## config.mk

```make
export PLATFORM = sky130hd
export DESIGN_NAME = sram_1r1w_bridge
export DESIGN_NICKNAME = d
export VERILOG_FILES = /design/src/rtl/sram_bridge_pkg.sv /design/src/rtl/sram_bridge_resp_fifo.sv /design/src/rtl/sram_1r1w_bridge.sv
export SDC_FILE = /design/constraint.sdc
export NUM_CORES = 1
export LEC_CHECK = 0
export CAP_MARGIN = 0
export CELL_PAD_IN_SITES_DETAIL_PLACEMENT = 1
export CELL_PAD_IN_SITES_GLOBAL_PLACEMENT = 2
export CORE_ASPECT_RATIO = 1.5
export CORE_MARGIN = 2
export CORE_UTILIZATION = 26
export CTS_CLUSTER_DIAMETER = 40
export DETAILED_ROUTE_END_ITERATION = 10
export PLACE_DENSITY = 0.85
export REMOVE_ABC_BUFFERS = 1
export SYNTH_ARGS = -nofsm -noshare
export SYNTH_HDL_FRONTEND = slang
export SYNTH_SLANG_ARGS = --single-unit
```

## constraint.sdc

```tcl
create_clock -name clock -period 3.49 [get_ports clock]
set_input_delay 0.5235 -clock clock [delete_from_list [all_inputs] [get_ports clock]]
set_output_delay 0.5235 -clock clock [all_outputs]
set_load 0.02 [all_outputs]
```

## src/rtl/sram_bridge_pkg.sv

```systemverilog
// Shared types and defaults for the 1R1W SRAM requester bridge.
package sram_bridge_pkg;

    // Default geometry: 512 x 49 array with a two-entry response buffer.
    localparam int ADDR_W_DEF     = 9;
    localparam int DATA_W_DEF     = 49;
    localparam int RESP_DEPTH_DEF = 2;

    // Controller phases: zeroing sweep after reset, then normal service.
    typedef enum logic [0:0] {
        S_INIT = 1'b0,
        S_RUN  = 1'b1
    } state_e;

    // Width needed to count 0..depth inclusive.
    function automatic int cnt_width(input int depth);
        return $clog2(depth + 1);
    endfunction

endpackage

```

## src/rtl/sram_bridge_resp_fifo.sv

```systemverilog
// Small register-based response FIFO. The head is always presented from a
// storage register so downstream logic never sees the macro read path.
module sram_bridge_resp_fifo
    import sram_bridge_pkg::*;
#(
    parameter  int DATA_W = DATA_W_DEF,
    parameter  int DEPTH  = RESP_DEPTH_DEF,
    localparam int CNT_W  = cnt_width(DEPTH),
    localparam int PTR_W  = (DEPTH > 1) ? $clog2(DEPTH) : 1
) (
    input  logic              clock,
    input  logic              reset,
    input  logic              push,
    input  logic [DATA_W-1:0] push_data,
    input  logic              pop,
    output logic [DATA_W-1:0] head_data,
    output logic [CNT_W-1:0]  occupancy,
    output logic              full,
    output logic              empty
);

    logic [DATA_W-1:0] entry_reg [DEPTH];
    logic [PTR_W-1:0]  wr_ptr_reg;
    logic [PTR_W-1:0]  rd_ptr_reg;
    logic [CNT_W-1:0]  count_reg;
    logic [CNT_W-1:0]  count_next;
    logic [DEPTH-1:0]  wr_sel;
    logic              pop_eff;

    // Pointer advance with explicit wrap so non-power-of-two depths work.
    function automatic logic [PTR_W-1:0] ptr_inc(input logic [PTR_W-1:0] p);
        return (p == PTR_W'(DEPTH - 1)) ? '0 : p + 1'b1;
    endfunction

    assign empty     = (count_reg == '0);
    assign full      = (count_reg == CNT_W'(DEPTH));
    assign occupancy = count_reg;
    assign pop_eff   = pop && !empty;
    assign head_data = entry_reg[rd_ptr_reg];

    // One write-select line per storage slot.
    for (genvar gi = 0; gi < DEPTH; gi++) begin : g_sel
        assign wr_sel[gi] = push && (wr_ptr_reg == PTR_W'(gi));
    end

    // Storage slots: data only, no reset needed since count gates validity.
    always_ff @(posedge clock) begin
        for (int i = 0; i < DEPTH; i++) begin
            if (wr_sel[i]) begin
                entry_reg[i] <= push_data;
            end
        end
    end

    // Occupancy update; simultaneous push and pop leaves it unchanged.
    always_comb begin
        count_next = count_reg;
        case ({push, pop_eff})
            2'b10:   count_next = count_reg + 1'b1;
            2'b01:   count_next = count_reg - 1'b1;
            default: count_next = count_reg;
        endcase
    end

    // Pointer and count registers.
    always_ff @(posedge clock) begin
        if (reset) begin
            wr_ptr_reg <= '0;
            rd_ptr_reg <= '0;
            count_reg  <= '0;
        end else begin
            assert (!(push && full && !pop_eff));
            if (push) begin
                wr_ptr_reg <= ptr_inc(wr_ptr_reg);
            end
            if (pop_eff) begin
                rd_ptr_reg <= ptr_inc(rd_ptr_reg);
            end
            count_reg <= count_next;
        end
    end

endmodule

```

## src/rtl/sram_1r1w_bridge.sv

```systemverilog
// Requester-side controller for a 1R1W synchronous SRAM macro: zeroes the
// array after reset, turns decoupled reads into macro port activity with a
// credit-checked response FIFO, and passes writes straight through.
// Build option SRAM_BRIDGE_WR_FWD_EN: a read colliding with a same-cycle write
// to the same address fires anyway and returns the written data from a
// forward register; without it the colliding read is held off one cycle.
module sram_1r1w_bridge
    import sram_bridge_pkg::*;
#(
    parameter int ADDR_W     = ADDR_W_DEF,
    parameter int DATA_W     = DATA_W_DEF,
    parameter int RESP_DEPTH = RESP_DEPTH_DEF
) (
    input  logic              clock,
    input  logic              reset,
    output logic              init_done,
    input  logic              rd_req_valid,
    output logic              rd_req_ready,
    input  logic [ADDR_W-1:0] rd_req_addr,
    output logic              rd_resp_valid,
    input  logic              rd_resp_ready,
    output logic [DATA_W-1:0] rd_resp_data,
    input  logic              wr_valid,
    input  logic [ADDR_W-1:0] wr_addr,
    input  logic [DATA_W-1:0] wr_data,
    output logic              R0_en,
    output logic [ADDR_W-1:0] R0_addr,
    input  logic [DATA_W-1:0] R0_data,
    output logic              W0_en,
    output logic [ADDR_W-1:0] W0_addr,
    output logic [DATA_W-1:0] W0_data
);

    localparam int                CNT_W     = cnt_width(RESP_DEPTH);
    localparam logic [ADDR_W-1:0] LAST_ADDR = '1;
    localparam logic [CNT_W:0]    DEPTH_LIM = (CNT_W + 1)'(RESP_DEPTH);

    state_e            state_reg;
    state_e            state_next;
    logic [ADDR_W-1:0] sweep_cnt_reg;
    logic [ADDR_W-1:0] sweep_cnt_next;
    logic              inflight_reg;

    logic              in_run;
    logic              collide;
    logic              deq;
    logic              rd_fire;
    logic [CNT_W:0]    pending;
    logic              credit_ok;
    logic [DATA_W-1:0] push_data;
    logic [CNT_W-1:0]  fifo_occ;
    logic              fifo_full;
    logic              fifo_empty;

    // Outputs are suppressed while reset is held, regardless of state.
    assign in_run  = (state_reg == S_RUN) && !reset;
    assign collide = rd_req_valid && wr_valid && (rd_req_addr == wr_addr);

    assign rd_resp_valid = !fifo_empty && !reset;
    assign deq           = rd_resp_valid && rd_resp_ready;

    // Outstanding work = buffered + returning next cycle - leaving this cycle.
    assign pending   = {1'b0, fifo_occ}
                     + {{CNT_W{1'b0}}, inflight_reg}
                     - {{CNT_W{1'b0}}, deq};
    assign credit_ok = (pending < DEPTH_LIM);

`ifdef SRAM_BRIDGE_WR_FWD_EN
    assign rd_req_ready = in_run && credit_ok;
`else
    assign rd_req_ready = in_run && credit_ok && !collide;
`endif

    assign rd_fire = rd_req_valid && rd_req_ready;
    assign R0_en   = rd_fire;
    assign R0_addr = rd_req_addr;

    // Next-state and write-port steering: sweep in INIT, pass-through in RUN.
    always_comb begin
        state_next     = state_reg;
        sweep_cnt_next = sweep_cnt_reg;
        init_done      = 1'b0;
        W0_en          = 1'b0;
        W0_addr        = '0;
        W0_data        = '0;
        case (state_reg)
            S_INIT: begin
                W0_en          = !reset;
                W0_addr        = sweep_cnt_reg;
                W0_data        = '0;
                sweep_cnt_next = sweep_cnt_reg + 1'b1;
                if (sweep_cnt_reg == LAST_ADDR) begin
                    state_next = S_RUN;
                end
            end
            S_RUN: begin
                init_done = !reset;
                W0_en     = wr_valid && !reset;
                W0_addr   = wr_addr;
                W0_data   = wr_data;
            end
            default: begin
                state_next = S_INIT;
            end
        endcase
    end

    // State, sweep counter and in-flight flag; reset restarts the sweep.
    always_ff @(posedge clock) begin
        if (reset) begin
            state_reg     <= S_INIT;
            sweep_cnt_reg <= '0;
            inflight_reg  <= 1'b0;
        end else begin
            state_reg     <= state_next;
            sweep_cnt_reg <= sweep_cnt_next;
            inflight_reg  <= rd_fire;
        end
    end

`ifdef SRAM_BRIDGE_WR_FWD_EN
    logic              fwd_hit_reg;
    logic [DATA_W-1:0] fwd_data_reg;

    // Capture write data for a colliding read so the macro's
    // read-during-write behaviour never matters.
    always_ff @(posedge clock) begin
        if (reset) begin
            fwd_hit_reg <= 1'b0;
        end else begin
            fwd_hit_reg <= rd_fire && collide;
        end
        if (rd_fire && collide) begin
            fwd_data_reg <= wr_data;
        end
    end

    assign push_data = fwd_hit_reg ? fwd_data_reg : R0_data;
`else
    assign push_data = R0_data;
`endif

    sram_bridge_resp_fifo #(
        .DATA_W (DATA_W),
        .DEPTH  (RESP_DEPTH)
    ) u_resp_fifo (
        .clock     (clock),
        .reset     (reset),
        .push      (inflight_reg),
        .push_data (push_data),
        .pop       (deq),
        .head_data (rd_resp_data),
        .occupancy (fifo_occ),
        .full      (fifo_full),
        .empty     (fifo_empty)
    );

    // The credit check keeps the FIFO from overflowing, so full is only
    // consumed by the FIFO's own guard.
    logic unused_full;
    assign unused_full = fifo_full;

endmodule

```

== Yosys cells after proc, flatten, opt, wreduce, memory -nomap -nowiden ==
Memories as Yosys holds them, arrays and structs flattened. A register that Yosys moved wholly into a read port is not among the register bits.
Index checks and enable logic that the tools add are counted.
Storage, ports and cells
  bits in registers: 15
  word-level logic and storage cells: 57
  RAM bits: 98
  memories: 1
Operators by class
  reductions and logical operators: 18
  multiplexer cells: 18
  $lt $le $gt $ge: 1
  equality and inequality tests: 4
  bitwise logic cells: 2
  add/sub/neg operators: 7
Memories
  u_resp_fifo.entry_reg: words 2, width 49, rd ports 1, clocked after Yosys merged registers in 1, write ports 1, line sram_bridge_resp_fifo.sv:22  | logic [DATA_W-1:0] entry_reg [DEPTH];
Operators with widths (count)
  case mux 49 bit (2 select lines): 1
  two-way mux 49 bit: 1
  OR reduction 49 bit: 1
  case mux 9 bit (2 select lines): 1
  two-way mux 1 bit: 13
  logical AND 1 bit: 12
  adder 9 x 1 -> 9 bit, second input constant: 1
  equality test 9 bit: 1
  equality test 9 bit, second input constant: 1
  case mux 2 bit (2 select lines): 1
  adder 2 x 1 -> 3 bit: 1
  zero test 1 bit: 3
  less-than comparator 3 x 2 -> 1 bit, second input constant: 1
  subtractor 3 x 1 -> 3 bit: 1
  adder 1 bit, second input constant: 2
  adder 2 x 1 -> 2 bit, second input constant: 1
  equality test 2 x 1 -> 1 bit, second input constant: 1
  equality test 2 bit, second input constant: 1
  zero test 2 bit: 1
  inverter 1 bit: 2
  case mux 1 bit (2 select lines): 1
  nonzero test 2 bit: 1
  subtractor 2 x 1 -> 2 bit, second input constant: 1

== Depth between registers and ports, before layout ==
Gate-level depths: netlist of run 1.
  word-level depth: 9
  mapped depth: 8
  mapped depth without buffers: 8

== By module ==
A second synthesis of run 1 with hierarchy kept.
Unflattened totals
  cell total of the unflattened synthesis: 321
  area total of the unflattened synthesis: 4887.2 µm²
By module, submodules not included
  sram_bridge_resp_fifo: times used 1, area each 3734.8 µm², cells each 175
  sram_1r1w_bridge: times used 1, area each 1152.4 µm², cells each 146

== Worst setup path after synthesis of run 1 ==
Ideal clock, no wire load.
  path type: input port to output port
  start point: input port reset
  end point: output port R0_en
  required time: 2967 ps
  stages on the path: 8
  path slack: 528 ps
  arrival time: 2439 ps
  cells stage by stage: buf_2 -> nor3b_1 -> ha_1 -> nand2b_1 -> fa_1 -> xnor2_1 -> nand3_1 -> nor3b_1
Between the ends
  word-level cells in the longest chain between the ends: 8
  elaborated cells on any way between the ends: 9
  those cells by class: add/sub: 1; order compare: 1; reduce/logical: 7
Ends and longest elaborated chain
  start, declared: line sram_1r1w_bridge.sv:15  | input logic reset,
  zero test 1 bit *: line sram_1r1w_bridge.sv:56, sram_1r1w_bridge.sv:59
  logical AND 1 bit: line sram_1r1w_bridge.sv:59  | assign rd_resp_valid = !fifo_empty && !reset;
  logical AND 1 bit: line sram_1r1w_bridge.sv:60  | assign deq = rd_resp_valid && rd_resp_ready;
  subtractor 3 x 1 -> 3 bit: line sram_1r1w_bridge.sv:65  | - {{CNT_W{1'b0}}, deq};
  less-than comparator 3 x 2 -> 1 bit: line sram_1r1w_bridge.sv:66  | assign credit_ok = (pending < DEPTH_LIM);
  logical AND 1 bit * (2 in series): line sram_1r1w_bridge.sv:71  | assign rd_req_ready = in_run && credit_ok && !collide;
  logical AND 1 bit *: line sram_1r1w_bridge.sv:74  | assign rd_fire = rd_req_valid && rd_req_ready;
  end, declared: line sram_1r1w_bridge.sv:26  | output logic R0_en,
Mark *: on every way between the ends. The rest lies on a longest branch, timed or not.

== Final worst setup path of run 1 ==
  start point: input port rd_resp_ready
  end point: output port rd_req_ready
Between the ends
  word-level cells in the longest chain between the ends: 5
Ends and longest elaborated chain
  start, declared: line sram_1r1w_bridge.sv:21  | input logic rd_resp_ready,
  logical AND 1 bit: line sram_1r1w_bridge.sv:60
  subtractor 3 x 1 -> 3 bit: line sram_1r1w_bridge.sv:65
  less-than comparator 3 x 2 -> 1 bit: line sram_1r1w_bridge.sv:66
  logical AND 1 bit (2 in series): line sram_1r1w_bridge.sv:71
  end, declared: line sram_1r1w_bridge.sv:18  | output logic rd_req_ready,
Every way passes these cells.

==> results of run 1 <==
==> final timing paths <==
kind                                  from          endpoint  slack (ns)  cells after the start
hold / removal            sweep_cnt_reg[7]  sweep_cnt_reg[7]        0.51                      2
setup reg to reg  u_resp_fifo.occupancy[0]      inflight_reg        1.25                      9
hold reg to reg           sweep_cnt_reg[7]  sweep_cnt_reg[7]        0.51                      2
setup / recovery             rd_resp_ready      rd_req_ready        0.24                     10
==> report_power, final <==
group | internal, W | switching [W]
logic | 0.000147 | 0.0000636
registers | 0.00148 | 0.00000479
clock network | 0.00113 | 0.000645
==> routing by layer <==
| metal | vias to the layer above | track usage [%] |
|---|---|---|
| li1 | 1635 | - |
| met1 | 1692 | 15.84 |
| met2 | 213 | 27.03 |
| met3 | 18 | 7.676 |
| met4 | 6 | 4.658 |
| met5 | - | 0 |
==> layout make-up <==
class                      instances  area, µm²
multi-input combinational        181       1494
tap                              252      315.3
clock inverter                    14      182.7
clock buffer                      17      425.4
timing repair buffer             248       2467
inverter                           3      11.26
fill                            1935      10310
antenna                            1      2.502
sequential                       114       3266
==> cells in the mapped netlist (2+ instances only) <==
cell       n
buf_4     11
nand2_1    2
nor2_1    18
ha_1       4
mux2_2    58
o21ai_0    3
nand3_1    3
mux2i_1    2
xor2_1     5
xnor2_1   14
and2_1    50
or3_1      3
inv_1      3
a21oi_1    4
nor2b_1    2
nand4_1    3
dfxtp_1   16
clkbuf_1   5
buf_2      6
edfxtp_1  98
nor3b_1    3
==> per-stage QoR <==
stage	cells	utilization, %	hold slack [ns]	setup WS [ns]
2_1_floorplan	298	-	0.4627	0.5507
3_5_place_dp	798	40.92	0.4983	-0.3491
4_1_cts	829	44.24	0.5088	0.05389
5_1_grt	829	44.19	0.5850	0.09309
6_report	830	44.20	0.5112	0.2397
3_3_place_gp	798	40.92	0.4943	-0.2727
==> kinds of logic after synthesis <==
logic type      count (synthesis)
buf+inv                        26
flops                         114
xor+xnor                       19
compound gates                  7
simple gates                   90
mux                            60
fa+ha+maj                       5
==> tightest hold or removal path: stages (launching register included) <==
cell	delay [ns]
dfxtp_1	0.33
o21ai_0	0.08
a21oi_1	0.06
==> what timing repair did <==
item / 4_1_cts / 5_1_grt
buffers inserted: 0 / 0
gates resized for setup: 4 / 3
hold buffers: 0 / 0
endpoints found under the hold margin: 0 / 0
endpoints found under the setup margin: 2 / 2
==> results.tsv, run 1 <==
stage	metric	value	unit
critical_path	crit_chain	clkdlybuf4s50_1, nor3b_1, ha_1, nand2b_1, fa_1, xnor2_1, nand3_1, buf_4, nor2_1, clkbuf_2	
cells_and_area	layout_commonest_cell	clkdlybuf4s50_1	
placement	post_dp_cell_area	0.007559	mm²
yosys	yosys_warnings	0	
power	leakagePower	2.802	nW
yosys	synthMuxAreaShare	13.77	%
yosys	synth_ff_type	edfxtp_1	
route	detail-route-antenna-nets	0	
clock_network	cts-root-buf	clkbuf_16	
sta	final_max_slew_viol_count	0	
placement	hpwl	11570	µm
global_routing	grt_use_total	15.34	%
cells_and_area	final_cell_mix	clkdlybuf4s50_1 (239), edfxtp_1 (98), mux2_2 (58)	
sta	tightest_slew	0.7034	ns
floorplan	die_w	116.0	µm
clock_network	clock_path_buffers	2	
critical_path	cp_max_fo	2	
global_routing	antenna_found_initial	4	
floorplan	num_rows	61	
cells_and_area	drive_gt1_share	18.37	%
clock_network	cts_tree	done	
critical_path	cp-end-kind	primary output	
yosys	synth_top_cell_by_area	edfxtp_1	
route	drc	0	
sta	max_freq	307.7	MHz
sta	finalSetupViolCount	0	
critical_path	crit_slowest_cell	clkdlybuf4s50_1	
sta	rsz0062_at_grt	false	
placement	portBuffers	241	
sta	tns	0	ns
power	peakVddDrop	0.2547	mV
critical_path	cp_slowest_stage_delay	0.47	ns
clock_network	htreeDepth	4	
route	vias_per_cell	4.294	
sta	fin_worst_skew	0.005640	ns
sta	period_share	93.13	%
power	power	0.003470	W
global_routing	grt_pass1_wl	22340	µm
cells_and_area	design_area	0.008164	mm²
yosys	ys_async_sr_fraction	0	%
floorplan	coreArea	0.01847	mm²
power	p_per_area	425.0	mW/mm²
yosys	syn_avg_cell_area	15.23	µm²
route	met2_length	7792	µm
global_routing	gr-total-overflow	0	
critical_path	worst_ep_required_time	2.97	ns
job	maxCapViolCount	0	
cells_and_area	largest_reg_flops	98	
floorplan	die_h	172.0	µm
placement	gp_congestion	0.7670	
critical_path	path_buf_inv	3	
floorplan	io_pins	242	
sta	slew_headroom	52.99	%
yosys	synth_area	0.004890	mm²
critical_path	cp-start-kind	input port	
floorplan	dieArea	0.01994	mm²
yosys	synthXorXnorAreaFrac	3.403	%
route	wl_met3	1643	µm
clock_network	clock_latency	0.40	ns
cells_and_area	final_nets	691	
yosys	syn_inst	321	
outcome	status	finished, final reports clean	
route	drt_iter0_markers	140	
critical_path	crit_family	buffers and inverters	
route	vias	3564	
critical_path	crit_type	input port to primary output	
clock_network	path_clk_slew	0.06	ns
sta	period_minus_slack	3.250	ns
yosys	netlist-cell-type-count	29	
sta	final_hold_viol_count	0	
clock_network	numCtsBuffers	17	
yosys	synth_top_family_by_area	multiplexers	
route	wl	15260	µm
cells_and_area	area_growth	66.97	%
yosys	ys_ff_latch	114	
route	drt-pass1-iter-count	4	
yosys	synth_compound_area_share	0.7165	%
yosys	ys_seq_area_share	66.73	%
yosys	synth-simple-area-share	10.95	%
floorplan	start_util	26.47	%
yosys	synth_edf_count	98	
global_routing	grt_max_degree	67	
yosys	synthAdderAreaFrac	1.433	%
yosys	ys_top_cells_by_area	edfxtp_1 (60%), mux2_2 (13%), dfxtp_1 (6.6%), and2_1 (6.4%), xnor2_1 (2.5%)	
global_routing	grt_pass1_vias	3969	
route	wl_met1	5617	µm
yosys	yosysTopAreaCellShare	60.18	%
route	top_layer	met5	
clock_network	clock-sinks	114	
route	wl_per_cell	18.39	µm
critical_path	arrival	2.73	ns
hold_path	worstHoldPathType	flop to flop	
Power figures use the tool's default switching activity.
==> run 2: changes to the inputs <==
- CORE_UTILIZATION: 26 -> 25
- MAX_ROUTING_LAYER: not set -> met4
- PLACE_DENSITY: 0.85 -> 0.83
==> results.tsv, run 2 (synthesis results as in run 1) <==
stage	metric	value	unit	change
floorplan	coreArea	0.01916	mm²	was 0.01847 mm²
clock_network	numCtsBuffers	17		unchanged
sta	finalSetupViolCount	0		unchanged
clock_network	clock_latency	0.41	ns	was 0.40 ns
route	drc	0		unchanged
hold_path	worstHoldPathType	flop to flop		unchanged
outcome	status	finished, final reports clean		unchanged
global_routing	grt_pass1_vias	4196		was 3969
sta	slew_headroom	53.68	%	was 52.99%
clock_network	path_clk_slew	0.05	ns	was 0.06 ns
floorplan	die_h	175.3	µm	was 172.0 µm
critical_path	crit_slowest_cell	clkdlybuf4s50_1		unchanged
cells_and_area	final_nets	691		unchanged
power	leakagePower	2.798	nW	was 2.802 nW
route	vias_per_cell	4.315		was 4.294
power	p_per_area	408.6	mW/mm²	was 425.0 mW/mm²
clock_network	cts-root-buf	clkbuf_16		unchanged
critical_path	arrival	2.71	ns	was 2.73 ns
route	drt-pass1-iter-count	5		was 4
global_routing	grt_use_total	15.56	%	was 15.34%
sta	max_freq	308.8	MHz	was 307.7 MHz
route	vias	3612		was 3564
placement	gp_congestion	0.7668		was 0.7670
global_routing	grt_pass1_wl	23650	µm	was 22340 µm
cells_and_area	area_growth	66.22	%	was 66.97%
sta	final_max_slew_viol_count	0		unchanged
clock_network	htreeDepth	4		unchanged
clock_network	clock_path_buffers	2		unchanged
floorplan	start_util	25.52	%	was 26.47%
cells_and_area	fillCellCount	2020		was 1935
critical_path	crit_chain	clkdlybuf4s50_1, nor3b_2, ha_1, nand2b_1, fa_1, xnor2_1, nand3_1, buf_4, nor2_1, buf_2		was clkdlybuf4s50_1, nor3b_1, ha_1, nand2b_1, fa_1, xnor2_1, nand3_1, buf_4, nor2_1, clkbuf_2
critical_path	cp-end-kind	primary output		unchanged
cells_and_area	largest_reg_flops	98		unchanged
critical_path	cp-start-kind	input port		unchanged
critical_path	crit_type	input port to primary output		unchanged
global_routing	gr-total-overflow	0		unchanged
global_routing	grt_max_degree	31		was 67
cells_and_area	final_cell_mix	clkdlybuf4s50_1 (239), edfxtp_1 (98), mux2_2 (58)		unchanged
placement	portBuffers	241		unchanged
clock_network	clock-sinks	114		unchanged
route	wl	15340	µm	was 15260 µm
clock_network	cts_tree	done		unchanged
sta	period_minus_slack	3.238	ns	was 3.250 ns
sta	final_hold_viol_count	0		unchanged
floorplan	die_w	118.2	µm	was 116.0 µm
sta	rsz0062_at_grt	false		unchanged
route	wl_per_cell	18.33	µm	was 18.39 µm
cells_and_area	drive_gt1_share	18.51	%	was 18.37%
route	drt_iter0_markers	171		was 140
critical_path	worst_ep_required_time	2.97	ns	about the same
floorplan	dieArea	0.02072	mm²	was 0.01994 mm²
sta	fin_worst_skew	0.01321	ns	was 0.005640 ns
sta	tightest_slew	0.6932	ns	was 0.7034 ns
floorplan	num_rows	62		was 61
job	maxCapViolCount	0		unchanged
sta	period_share	92.78	%	was 93.13%
critical_path	cp_slowest_stage_delay	0.45	ns	was 0.47 ns
critical_path	cp_max_fo	2		unchanged
cells_and_area	layout_commonest_cell	clkdlybuf4s50_1		unchanged
sta	hold_slack	0.5207	ns	was 0.5112 ns
global_routing	antenna_found_initial	3		was 4
clock_network	cts_setup_buffers	0		unchanged
placement	hpwl	11950	µm	was 11570 µm
route	detail-route-antenna-nets	0		unchanged
floorplan	io_pins	242		unchanged
power	peakVddDrop	0.3008	mV	was 0.2547 mV
placement	dp_slack	-0.3017	ns	was -0.3491 ns
sta	fin_ws	0.2519	ns	was 0.2397 ns
[run 2: cell type report]
class                      instances  area, µm²  area share [%]
sequential                       114       3267           40.19
timing repair buffer             248       2467           30.36
multi-input combinational        181       1494           18.38
clock buffer                      18      429.2           5.280
tap                              256      320.3           3.941
clock inverter                    14      131.4           1.616
inverter                           3      11.26          0.1385
antenna                            3      7.507         0.09236
[run 2: final timing paths]
path | slack [ns] | to | depth (start not counted) | start
min reg2reg | 0.52 | sweep_cnt_reg[7] | 2 | sweep_cnt_reg[7]
max | 0.25 | rd_req_ready | 10 | reset
min | 0.52 | sweep_cnt_reg[7] | 2 | sweep_cnt_reg[7]
max reg2reg | 1.29 | inflight_reg | 9 | u_resp_fifo.occupancy[0]
[run 2: worst max-delay path: cells and delay by family]
family	cells	cell delay [ns]
xor+xnor	1	0.15
fa+ha+maj	2	0.64
buf+inv	3	0.79
simple gates	4	0.61
[run 2: where the power goes]
part	switching, W	internal [W]
Clock	0.000637	0.000988
Combinational	0.0000641	0.000147
Sequential	0.00000513	0.00148
[run 2: what timing repair did]
action / CTS / global route
hold buffers: 0 / 0
hold endpoints to repair: 0 / 0
setup endpoints to repair: 2 / 2
gates resized for setup: 4 / 6
[run 2: layer usage]
metal  vias to the layer above  global-route usage [%]  share of wire, %
li1                       1651                       -                 -
met1                      1722                   15.41                36
met2                       223                   27.43                52
met3                        16                   7.370                11
met4                         0                   3.815               1.2
met5                         -                       -                 0
[run 2: stage by stage]
stage | power (W) | util, % | TNS, ns | std cells | instance area (µm²)
floorplan | 0.001538 | - | 0 | 298 | 4755
global placement | 0.001720 | 39.47 | -0.3733 | 802 | 7564
detailed placement | 0.001726 | 39.47 | -0.5176 | 802 | 7564
CTS | 0.003382 | 42.40 | 0 | 834 | 8124
global route | 0.003458 | 42.42 | 0 | 837 | 8128
finish | 0.003321 | 42.42 | 0 | 837 | 8128
==> run 3: changes to the inputs <==
- CAP_MARGIN: 0 -> not set
- GPL_TIMING_DRIVEN: not set -> 0
==> results.tsv, run 3 (synthesis results as in run 1) <==
stage	metric	value	unit	change
critical_path	crit_type	input port to primary output		unchanged
clock_network	cts_hold_buf	0		unchanged
critical_path	cp_max_fo	3		was 2
power	leakagePower	2.800	nW	was 2.798 nW
critical_path	cp-end-kind	primary output		unchanged
critical_path	crit_chain	clkdlybuf4s50_1, nor3b_1, ha_1, nand2b_1, fa_1, xnor2_1, nand3_1, nor3b_1, clkbuf_2		was clkdlybuf4s50_1, nor3b_2, ha_1, nand2b_1, fa_1, xnor2_1, nand3_1, buf_4, nor2_1, buf_2
sta	tightest_slew	0.6252	ns	was 0.6932 ns
global_routing	grt_pass1_vias	4054		was 4196
route	vias	3524		was 3612
cells_and_area	layout_commonest_cell	clkdlybuf4s50_1		unchanged
clock_network	clock_latency	0.40	ns	was 0.41 ns
sta	fin_worst_skew	0.007156	ns	was 0.01321 ns
floorplan	die_h	175.3	µm	unchanged
floorplan	die_w	118.2	µm	unchanged
cells_and_area	final_nets	688		was 691
placement	portBuffers	241		unchanged
route	detail-route-antenna-nets	0		unchanged
cells_and_area	drive_gt1_share	18.09	%	was 18.51%
placement	post_dp_cell_area	0.007579	mm²	was 0.007564 mm²
cells_and_area	fillCellCount	2040		was 2020
cells_and_area	final_cell_mix	clkdlybuf4s50_1 (238), edfxtp_1 (98), mux2_2 (58)		was clkdlybuf4s50_1 (239), edfxtp_1 (98), mux2_2 (58)
route	drt-pass1-iter-count	4		was 5
sta	period_minus_slack	3.266	ns	was 3.238 ns
floorplan	start_util	25.52	%	unchanged
route	wl	14990	µm	was 15340 µm
floorplan	io_pins	242		unchanged
critical_path	worst_ep_required_time	2.97	ns	about the same
power	p_per_area	414.6	mW/mm²	was 408.6 mW/mm²
route	vias_per_cell	4.230		was 4.315
route	wl_per_cell	18.00	µm	was 18.33 µm
sta	final_hold_viol_count	0		unchanged
route	drt_iter0_markers	179		was 171
critical_path	crit_top_cell	nor3b_1		
global_routing	gr-total-overflow	0		unchanged
power	peakVddDrop	0.2982	mV	was 0.3008 mV
sta	finalSetupViolCount	0		unchanged
global_routing	antenna_found_initial	2		was 3
placement	gp_congestion	0.7616		was 0.7668
cells_and_area	largest_reg_flops	98		unchanged
cells_and_area	area_growth	66.79	%	was 66.22%
critical_path	crit_slowest_cell	clkdlybuf4s50_1		unchanged
clock_network	cts_tree	done		unchanged
clock_network	htreeDepth	4		unchanged
route	drc	0		unchanged
global_routing	grt_max_degree	66		was 31
sta	fin_ws	0.2242	ns	was 0.2519 ns
sta	rsz0062_at_grt	false		unchanged
global_routing	grt_use_total	15.06	%	was 15.56%
clock_network	path_clk_slew	0.06	ns	was 0.05 ns
sta	period_share	93.58	%	was 92.78%
clock_network	clock_path_buffers	2		unchanged
floorplan	coreArea	0.01916	mm²	unchanged
clock_network	cts-root-buf	clkbuf_16		unchanged
power	power	0.003381	W	was 0.003321 W
critical_path	cp-start-kind	input port		unchanged
floorplan	dieArea	0.02072	mm²	unchanged
sta	slew_headroom	58.22	%	was 53.68%
outcome	status	finished, final reports clean		unchanged
clock_network	numCtsBuffers	17		unchanged
critical_path	cp_slowest_stage_delay	0.48	ns	was 0.45 ns
sta	final_max_slew_viol_count	0		unchanged
cells_and_area	design_area	0.008155	mm²	was 0.008128 mm²
clock_network	clock-sinks	114		unchanged
floorplan	num_rows	62		unchanged
sta	tns	0	ns	unchanged
placement	hpwl	11430	µm	was 11950 µm
job	maxCapViolCount	0		unchanged
critical_path	arrival	2.74	ns	was 2.71 ns
hold_path	worstHoldPathType	flop to flop		unchanged
global_routing	grt_pass1_wl	22980	µm	was 23650 µm
sta	max_freq	306.2	MHz	was 308.8 MHz
placement	dp_slack	-0.7937	ns	was -0.3017 ns
## run 3: worst max-delay path, delay by kind of cell
kind / cells / cell delay [ns]
and+or+nand+nor: 4 / 0.71
xor gates and xnor gates: 1 / 0.16
adders and majority gates: 2 / 0.66
buffers and inverters: 2 / 0.69
## run 3: timing repair
| item | in CTS | in global routing |
|---|---|---|
| resized for setup | 7 | 6 |
| pin swaps | 0 | 0 |
| setup buffers | 0 | 0 |
| endpoints found under the hold margin | 0 | 0 |
| endpoints found under the setup margin | 2 | 2 |
## run 3: final timing paths
path / startpoint / depth (start not counted) / slack (ns) / end
worst min-delay path: u_resp_fifo.rd_ptr_reg / 2 / 0.52 / flop
worst min register to register: u_resp_fifo.rd_ptr_reg / 2 / 0.52 / flop
worst max register to register: u_resp_fifo.occupancy[0] / 8 / 1.41 / inflight_reg
worst max-delay path: rd_resp_ready / 9 / 0.22 / R0_en
## run 3: through the flow
| stage | hold WS, ns | instances | util [%] |
|---|---|---|---|
| after global placement | 0.4972 | 795 | 39.08 |
| after global routing | 0.5422 | 833 | 42.56 |
| after floorplan | 0.4627 | 298 | - |
| after detailed placement | 0.5196 | 799 | 39.55 |
| after CTS | 0.5206 | 831 | 42.57 |
| final | 0.5228 | 833 | 42.56 |
## run 3: area by class of cell
type	instances	area, µm²	share of cell area, %
Multi-Input combinational cell	181	1489	18.26
Inverter	3	11.26	0.1381
Tap cell	256	320.3	3.928
Clock buffer	17	425.4	5.216
Clock inverter	15	160.2	1.964
Timing Repair Buffer	245	2477	30.38
Antenna cell	2	5.005	0.06137
Sequential cell	114	3267	40.06
## run 3: layer usage
metal / track usage [%] / vias to the layer above / routed length, µm
met5: - / - / 0
met4: 4.217 / 0 / 129
li1: - / 1635 / -
met3: 6.039 / 10 / 1593
met2: 25.96 / 215 / 7689
met1: 15.92 / 1664 / 5578
## run 3: report_power, final
part           internal (W)  total [W]  switching, W
Sequential          0.00148    0.00149    0.00000520
Clock               0.00106    0.00169      0.000631
Combinational      0.000145   0.000208     0.0000625
